$ cat config.mk
export PLATFORM = sky130hd
export DESIGN_NAME = conv_tile_ctrl_flat
export DESIGN_NICKNAME = d
export VERILOG_FILES = /design/src/rtl/conv_tile_ctrl_pkg.sv /design/src/rtl/conv_tile_ctrl_if.sv /design/src/rtl/conv_tile_ctrl_cycle_counter.sv /design/src/rtl/conv_tile_ctrl.sv /design/src/flat_wrapper.sv
export SDC_FILE = /design/constraint.sdc
export NUM_CORES = 2
export LEC_CHECK = 0
export ABC_AREA = 1
export CAP_MARGIN = 20
export CORE_AREA = 2 2 540 542
export CTS_BUF_LIST = sky130_fd_sc_hd__clkbuf_2 sky130_fd_sc_hd__clkbuf_4 sky130_fd_sc_hd__clkbuf_8
export DETAILED_ROUTE_END_ITERATION = 16
export DIE_AREA = 0 0 542 544
export DONT_BUFFER_PORTS = 1
export HOLD_SLACK_MARGIN = 0.08
export PLACE_DENSITY_LB_ADDON = 0.2
export SLEW_MARGIN = 20
export SYNTH_ARGS = -nofsm -noshare
export SYNTH_HDL_FRONTEND = slang
export SYNTH_HIERARCHICAL = 1
export SYNTH_SLANG_ARGS = --single-unit
$ cat constraint.sdc
create_clock -name clk -period 30.9 [get_ports clk]
set_input_delay 6.18 -clock clk [delete_from_list [all_inputs] [get_ports clk]]
set_output_delay 6.18 -clock clk [all_outputs]
set_load 0.02 [all_outputs]
$ cat src/rtl/conv_tile_ctrl_pkg.sv
//------------------------------------------------------------------------------
// Module : conv_ctrl_pkg
// Brief  : Shared widths and FSM state encoding for the 3x3 conv tile sequencer.
// Rev    : 1.0  initial release
//------------------------------------------------------------------------------
`default_nettype none

package conv_ctrl_pkg;

    localparam int DATA_W  = 16;
    localparam int IFMAP_N = 25;
    localparam int FILT_N  = 9;
    localparam int OUT_N   = 9;
    localparam int TILE_W  = 8;

    typedef enum logic [2:0] {
        ST_IDLE    = 3'd0,
        ST_FETCH   = 3'd1,
        ST_LOAD    = 3'd2,
        ST_COMPUTE = 3'd3,
        ST_OUTPUT  = 3'd4,
        ST_FINISH  = 3'd5
    } state_t;

    // Counter width able to hold 0..n-1, never narrower than one bit.
    function automatic int cnt_width(input int n);
        return (n < 2) ? 1 : $clog2(n);
    endfunction

endpackage

`default_nettype wire

$ cat src/rtl/conv_tile_ctrl_if.sv
//------------------------------------------------------------------------------
// Module : conv_tile_ctrl_if
// Brief  : Job, ifmap, PE-array and result signals of the conv tile sequencer.
// Rev    : 1.0  initial release
//------------------------------------------------------------------------------
`default_nettype none

interface conv_tile_ctrl_if;
    import conv_ctrl_pkg::*;

    logic                        start;
    logic [TILE_W-1:0]           num_tiles;
    logic [FILT_N*DATA_W-1:0]    filter_flat;
    logic                        ifmap_valid;
    logic                        ifmap_ready;
    logic [IFMAP_N*DATA_W-1:0]   ifmap_flat;
    logic                        arr_rst;
    logic                        arr_en;
    logic [IFMAP_N*DATA_W-1:0]   arr_ifmap_flat;
    logic [FILT_N*DATA_W-1:0]    arr_filter_flat;
    logic [OUT_N*DATA_W-1:0]     arr_sum_flat;
    logic                        out_valid;
    logic                        out_ready;
    logic [OUT_N*DATA_W-1:0]     out_data;
    logic [TILE_W-1:0]           out_tile_idx;
    logic                        busy;
    logic                        done;

    modport master (
        input  start, num_tiles, filter_flat, ifmap_valid, ifmap_flat,
               arr_sum_flat, out_ready,
        output ifmap_ready, arr_rst, arr_en, arr_ifmap_flat, arr_filter_flat,
               out_valid, out_data, out_tile_idx, busy, done
    );

    modport slave (
        output start, num_tiles, filter_flat, ifmap_valid, ifmap_flat,
               arr_sum_flat, out_ready,
        input  ifmap_ready, arr_rst, arr_en, arr_ifmap_flat, arr_filter_flat,
               out_valid, out_data, out_tile_idx, busy, done
    );

endinterface

`default_nettype wire

$ cat src/rtl/conv_tile_ctrl_cycle_counter.sv
//------------------------------------------------------------------------------
// Module : cycle_counter
// Brief  : Up-counter 0..COUNT_N-1 with synchronous load-to-zero and a
//          terminal-count flag; times the array compute window.
// Rev    : 1.0  initial release
//------------------------------------------------------------------------------
`default_nettype none

module cycle_counter
    import conv_ctrl_pkg::*;
#(
    parameter int COUNT_N = 8
) (
    input  wire logic clk,
    input  wire logic rst,
    input  wire logic i_load,
    input  wire logic i_en,
    output logic      o_tc
);

    localparam int CNT_W = cnt_width(COUNT_N);

    logic [CNT_W-1:0] r_count;
    logic             w_tc;

    assign w_tc = (r_count == CNT_W'(COUNT_N - 1));
    assign o_tc = w_tc;

    // Saturates at terminal count; the owner leaves the timed state on o_tc.
    always_ff @(posedge clk or posedge rst) begin
        if (rst) begin
            r_count <= '0;
        end else if (i_load) begin
            r_count <= '0;
        end else if (i_en && !w_tc) begin
            r_count <= r_count + CNT_W'(1);
        end
    end

endmodule

`default_nettype wire

$ cat src/rtl/conv_tile_ctrl.sv
//------------------------------------------------------------------------------
// Module : conv_tile_ctrl
// Brief  : Sequences N ifmap tiles through the 3x3 PE array with one shared
//          filter and hands each 3x3 result downstream.
// Rev    : 1.0  initial release
//------------------------------------------------------------------------------
`default_nettype none

module conv_tile_ctrl
    import conv_ctrl_pkg::*;
#(
    parameter int COMPUTE_CYC = 8
) (
    input  wire logic        clk,
    input  wire logic        rst,
    conv_tile_ctrl_if.master bus
);

    state_t                      r_state;
    logic [TILE_W-1:0]           r_num_tiles;
    logic [TILE_W-1:0]           r_tile_idx;
    logic [TILE_W-1:0]           r_out_tile_idx;
    logic [FILT_N*DATA_W-1:0]    r_filter;
    logic [IFMAP_N*DATA_W-1:0]   r_ifmap;
    logic [OUT_N*DATA_W-1:0]     r_out_data;
    logic                        r_ifmap_ready;
    logic                        r_arr_rst;
    logic                        r_arr_en;
    logic                        r_out_valid;
    logic                        r_busy;
    logic                        r_done;

    logic                        w_cnt_load;
    logic                        w_cnt_en;
    logic                        w_cnt_tc;
    logic                        w_last_tile;
    logic                        w_ifmap_hs;
    logic                        w_out_hs;

    assign w_cnt_load  = (r_state == ST_LOAD);
    assign w_cnt_en    = (r_state == ST_COMPUTE);
    assign w_last_tile = (r_tile_idx == (r_num_tiles - TILE_W'(1)));
    assign w_ifmap_hs  = bus.ifmap_valid & r_ifmap_ready;
    assign w_out_hs    = bus.out_ready & r_out_valid;

    cycle_counter #(
        .COUNT_N (COMPUTE_CYC)
    ) u_compute_cnt (
        .clk    (clk),
        .rst    (rst),
        .i_load (w_cnt_load),
        .i_en   (w_cnt_en),
        .o_tc   (w_cnt_tc)
    );

    // Handshake outputs are registered alongside the state so that no input
    // reaches them combinationally; ready/valid are only high in their state.
    always_ff @(posedge clk or posedge rst) begin
        if (rst) begin
            r_state        <= ST_IDLE;
            r_num_tiles    <= '0;
            r_tile_idx     <= '0;
            r_out_tile_idx <= '0;
            r_filter       <= '0;
            r_ifmap        <= '0;
            r_out_data     <= '0;
            r_ifmap_ready  <= 1'b0;
            r_arr_rst      <= 1'b0;
            r_arr_en       <= 1'b0;
            r_out_valid    <= 1'b0;
            r_busy         <= 1'b0;
            r_done         <= 1'b0;
        end else begin
            r_done <= 1'b0;
            case (r_state)
                ST_IDLE: begin
                    if (bus.start) begin
                        if (bus.num_tiles != '0) begin
                            r_filter      <= bus.filter_flat;
                            r_num_tiles   <= bus.num_tiles;
                            r_tile_idx    <= '0;
                            r_ifmap_ready <= 1'b1;
                            r_busy        <= 1'b1;
                            r_state       <= ST_FETCH;
                        end else begin
                            r_done <= 1'b1;
                        end
                    end
                end
                ST_FETCH: begin
                    if (w_ifmap_hs) begin
                        r_ifmap       <= bus.ifmap_flat;
                        r_ifmap_ready <= 1'b0;
                        r_arr_rst     <= 1'b1;
                        r_state       <= ST_LOAD;
                    end
                end
                ST_LOAD: begin
                    r_arr_rst <= 1'b0;
                    r_arr_en  <= 1'b1;
                    r_state   <= ST_COMPUTE;
                end
                ST_COMPUTE: begin
                    if (w_cnt_tc) begin
                        r_arr_en       <= 1'b0;
                        r_out_data     <= bus.arr_sum_flat;
                        r_out_tile_idx <= r_tile_idx;
                        r_out_valid    <= 1'b1;
                        r_state        <= ST_OUTPUT;
                    end
                end
                ST_OUTPUT: begin
                    if (w_out_hs) begin
                        r_out_valid <= 1'b0;
                        if (w_last_tile) begin
                            r_done  <= 1'b1;
                            r_state <= ST_FINISH;
                        end else begin
                            r_tile_idx    <= r_tile_idx + TILE_W'(1);
                            r_ifmap_ready <= 1'b1;
                            r_state       <= ST_FETCH;
                        end
                    end
                end
                ST_FINISH: begin
                    r_busy  <= 1'b0;
                    r_state <= ST_IDLE;
                end
                default: begin
                    r_state <= ST_IDLE;
                end
            endcase
        end
    end

    assign bus.ifmap_ready     = r_ifmap_ready;
    assign bus.arr_rst         = r_arr_rst;
    assign bus.arr_en          = r_arr_en;
    assign bus.arr_ifmap_flat  = r_ifmap;
    assign bus.arr_filter_flat = r_filter;
    assign bus.out_valid       = r_out_valid;
    assign bus.out_data        = r_out_data;
    assign bus.out_tile_idx    = r_out_tile_idx;
    assign bus.busy            = r_busy;
    assign bus.done            = r_done;

endmodule

`default_nettype wire

$ cat src/flat_wrapper.sv
// flat-port wrapper written by rule: the top's interface ports become plain ports
module conv_tile_ctrl_flat import conv_ctrl_pkg::*;
#(
    parameter int COMPUTE_CYC = 8
)
  (clk, rst, bus_start, bus_num_tiles, bus_filter_flat, bus_ifmap_valid, bus_ifmap_flat, bus_arr_sum_flat, bus_out_ready, bus_ifmap_ready, bus_arr_rst, bus_arr_en, bus_arr_ifmap_flat, bus_arr_filter_flat, bus_out_valid, bus_out_data, bus_out_tile_idx, bus_busy, bus_done);
  conv_tile_ctrl_if bus_i ();
  input  wire logic clk;
  input  wire logic rst;
  input wire logic [$bits(bus_i.start)-1:0] bus_start;
  input wire logic [$bits(bus_i.num_tiles)-1:0] bus_num_tiles;
  input wire logic [$bits(bus_i.filter_flat)-1:0] bus_filter_flat;
  input wire logic [$bits(bus_i.ifmap_valid)-1:0] bus_ifmap_valid;
  input wire logic [$bits(bus_i.ifmap_flat)-1:0] bus_ifmap_flat;
  input wire logic [$bits(bus_i.arr_sum_flat)-1:0] bus_arr_sum_flat;
  input wire logic [$bits(bus_i.out_ready)-1:0] bus_out_ready;
  output wire logic [$bits(bus_i.ifmap_ready)-1:0] bus_ifmap_ready;
  output wire logic [$bits(bus_i.arr_rst)-1:0] bus_arr_rst;
  output wire logic [$bits(bus_i.arr_en)-1:0] bus_arr_en;
  output wire logic [$bits(bus_i.arr_ifmap_flat)-1:0] bus_arr_ifmap_flat;
  output wire logic [$bits(bus_i.arr_filter_flat)-1:0] bus_arr_filter_flat;
  output wire logic [$bits(bus_i.out_valid)-1:0] bus_out_valid;
  output wire logic [$bits(bus_i.out_data)-1:0] bus_out_data;
  output wire logic [$bits(bus_i.out_tile_idx)-1:0] bus_out_tile_idx;
  output wire logic [$bits(bus_i.busy)-1:0] bus_busy;
  output wire logic [$bits(bus_i.done)-1:0] bus_done;
  assign bus_i.start = bus_start;
  assign bus_i.num_tiles = bus_num_tiles;
  assign bus_i.filter_flat = bus_filter_flat;
  assign bus_i.ifmap_valid = bus_ifmap_valid;
  assign bus_i.ifmap_flat = bus_ifmap_flat;
  assign bus_i.arr_sum_flat = bus_arr_sum_flat;
  assign bus_i.out_ready = bus_out_ready;
  assign bus_ifmap_ready = bus_i.ifmap_ready;
  assign bus_arr_rst = bus_i.arr_rst;
  assign bus_arr_en = bus_i.arr_en;
  assign bus_arr_ifmap_flat = bus_i.arr_ifmap_flat;
  assign bus_arr_filter_flat = bus_i.arr_filter_flat;
  assign bus_out_valid = bus_i.out_valid;
  assign bus_out_data = bus_i.out_data;
  assign bus_out_tile_idx = bus_i.out_tile_idx;
  assign bus_busy = bus_i.busy;
  assign bus_done = bus_i.done;
  conv_tile_ctrl #(.COMPUTE_CYC(COMPUTE_CYC)) u_core (.clk(clk), .rst(rst), .bus(bus_i));
endmodule
==> impl_metrics.json <==
{
  "outcome": "finished, final reports clean",
  "initial_utilization_pct": 9.70,
  "grt_max_degree": 105,
  "mostFrequentLayoutCells": "1867 x nand2_1, 724 x dfrtp_1, 187 x clkbuf_8",
  "ioPinCount": 1403,
  "cts.sinks": 724,
  "finalNetCount": 3937,
  "gp_congestion": 0.882,
  "fin_skew_ns": 0.0618,
  "ant_nets": 0,
  "layout_commonest_cell": "nand2_1",
  "routed_wl_um": 178000,
  "grt_pass1_vias": 22600,
  "num_rows": 198,
  "synth_compound_area_share_pct": 3.06,
  "h-tree-depth": 4,
  "die_area_mm2": 0.295,
  "first_pass_iters": 5,
  "fmax_ghz": 0.105,
  "yosysUniqueCellTypes": 29,
  "ys_seq_elements": 724,
  "seqCellArea_mm2": 0.0181,
  "synth_cells": 3202,
  "clockRootBuffer": "clkbuf_8",
  "hold_path_class": "reg2reg",
  "grt_pass1_wl_um": 226000,
  "ir_worst_vdd_mv": 0.0438,
  "fin_ws_ns": 21.39,
  "yosysWarnings": 6,
  "p_per_area_mw_per_mm2": 123,
  "synthesis.area_mm2": 0.0281,
  "portBuffers": 0,
  "clk_path_buf_depth": 4,
  "synthToLayoutAreaGrowth_pct": 27.4,
  "fin_cells": 7192,
  "die_h_um": 544,
  "tns_ns": 0,
  "setup_violations": 0,
  "cts_hold_buf": 0,
  "via_count": 22300,
  "synth-simple-area-share_pct": 26.6,
  "synthXorXnorAreaFrac_pct": 0.281,
  "place_worst_setup_slack_ns": 20.64,
  "postCtsSetupRepairBufs": 0,
  "design_area_mm2": 0.0357,
  "top_usage_layer": "met2",
  "fillerInstances": 33200,
  "grt_antenna_before_repair": 132,
  "cts_tree": "yes",
  "maxSlewViolCount": 0,
  "grt_usage_pct": 11.5,
  "die_x_um": 542,
  "gr-total-overflow": 0,
  "ys_seq_area_share_pct": 64.6,
  "utilization_pct": 12.4,
  "routedWlPerCell_um": 24.8,
  "muxShareOfSynthArea_pct": 0,
  "multi_input_area_mm2": 0.00847,
  "grt_use_met1_pct": 12.0,
  "place_hpwl_um": 145000,
  "drt-initial-drc-count": 1726,
  "drc": 0,
  "rsz0062_at_grt": "no",
  "period_minus_slack_ns": 9.51,
  "worst-path-max-fanout": 99,
  "worst_slew_margin_rel_pct": 33.0,
  "hold_viol": 0,
  "cts_buffers": 154,
  "syn_area_per_cell_um2": 8.76,
  "syn-num-nets": 3907,
  "p_total_mw": 4.39,
  "via_per_inst": 3.09,
  "drv_cap": 0,
  "synthAdderAreaFrac_pct": 0.178,
  "path_clk_slew_ns": 0.06,
  "clock_latency_ns": 0.90,
  "endpoint_kind": "register",
  "worstSetupPathType": "in2reg",
  "drive_gt1_share_pct": 9.57,
  "min_period_over_period_pct": 30.8,
  "leakage_nw": 17.5,
  "coreArea_mm2": 0.289,
  "met2_usage_pct": 18.2,
  "dp.cells": 6875,
  "holdWs_ns": 0.525,
  "ctsResizeCount": 0,
  "worstMarginPinSlew_ns": 1.01,
  "arrival_ns": 10.28,
  "postPlaceCellArea_mm2": 0.0323,
  "start_kind": "input pin",
  "synth_top_family_by_area": "simple AND/OR/NAND/NOR gates",
  "required_ns": 31.67,
  "grtUsageMet3_pct": 7.09
}
[state kept, by name (all words and copies together), names as in the netlist]
name and cells:
u_core/bus.ifmap_ready 1, u_core/bus.out_tile_idx 8, u_core/bus.arr_rst 1, u_core/bus.out_valid 1
u_core/bus.arr_ifmap_flat 400, u_core/bus.arr_en 1, u_core/u_compute_cnt/r_count 3, u_core/r_tile_idx 8
u_core/bus.arr_filter_flat 144, u_core/bus.done 1, u_core/r_state 3, u_core/r_num_tiles 8
u_core/bus.busy 1, u_core/bus.out_data 144
[area by class of cell]
type	instances	share of cell area (%)
antenna	47	0.329
clock buffer	232	8.15
clock inverter	37	1.10
inverter	190	2.05
multi-input combinational	2133	23.7
sequential	724	50.7
tap	3800	13.3
timing repair buffer	29	0.679
[kinds of logic (layout without fill, tap and decap cells)]
family	after synthesis	after routing
adders and majority gates	4	4
other	0	47
and+or+nand+nor	1950	1950
buffers and inverters	345	488
xor gates and xnor gates	9	9
DFF	724	724
AOI/OAI and AO/OA	170	170
[cells in the mapped netlist]
| library cell | n | area share (%) |
|---|---|---|
| xor2_1 | 4 | 0.12 |
| nor4_1 | 2 | 0.045 |
| nor2_1 | 28 | 0.37 |
| nor3b_1 | 1 | 0.027 |
| nand2_1 | 1867 | 25 |
| nand4_4 | 1 | 0.076 |
| nor3_4 | 1 | 0.058 |
| nand4_1 | 3 | 0.067 |
| nand2_2 | 3 | 0.067 |
| o21ai_1 | 151 | 2.7 |
| buf_2 | 116 | 2.1 |
| xnor2_1 | 5 | 0.16 |
| ha_1 | 4 | 0.18 |
| nor2_2 | 2 | 0.045 |
| dfrtp_1 | 724 | 65 |
| a21oi_1 | 6 | 0.11 |
| o32ai_1 | 1 | 0.031 |
| nor2_4 | 1 | 0.040 |
| nand3b_1 | 1 | 0.027 |
| nand2_4 | 2 | 0.080 |
| nor3_1 | 2 | 0.036 |
| inv_1 | 182 | 2.4 |
| buf_4 | 15 | 0.40 |
| a21oi_2 | 1 | 0.031 |
| inv_2 | 8 | 0.11 |
| nor3_2 | 1 | 0.036 |
| o21ai_0 | 11 | 0.20 |
| clkbuf_1 | 24 | 0.32 |
| nand3_1 | 35 | 0.62 |
[critical path, cell delays in order]
cell     delay (ns)
inv_1          0.08
nand4_1        0.14
nor2_1         0.44
nand2_1        0.22
nand4_4        0.48
buf_4          0.78
buf_4          0.66
buf_4          0.80
nand2_1        0.11
o21ai_1        0.12
[power breakdown]
part | total (mW) | switching [mW] | internal (mW)
Sequential | 2.51 | 1.13 | 1.37
Clock | 1.15 | 0.496 | 0.655
Combinational | 0.731 | 0.476 | 0.255
Total | 4.39 | 2.11 | 2.28
[worst paths after layout]
kind                                            startpoint                              end  slack, ns  depth (start not counted)
max                                       bus_num_tiles[4]   u_core/bus.arr_filter_flat[44]      21.39                         10
min                        u_core/u_compute_cnt/r_count[2]  u_core/u_compute_cnt/r_count[2]       0.53                          2
max reg2reg                              u_core/r_state[1]   u_core/bus.arr_filter_flat[44]      26.53                         12
min reg2reg                u_core/u_compute_cnt/r_count[2]  u_core/u_compute_cnt/r_count[2]       0.53                          2
max in group asynchronous                              rst   u_core/bus.arr_ifmap_flat[211]      22.61                          4
min in group asynchronous                              rst  u_core/u_compute_cnt/r_count[0]       5.07                          1
[metal layers]
layer	part of all wire (%)	wire [µm]
met5	0.28	494
met1	35	63100
met2	46	81200
met4	4.5	8060
met3	14	25300
(Power assumes the default switching activity.)
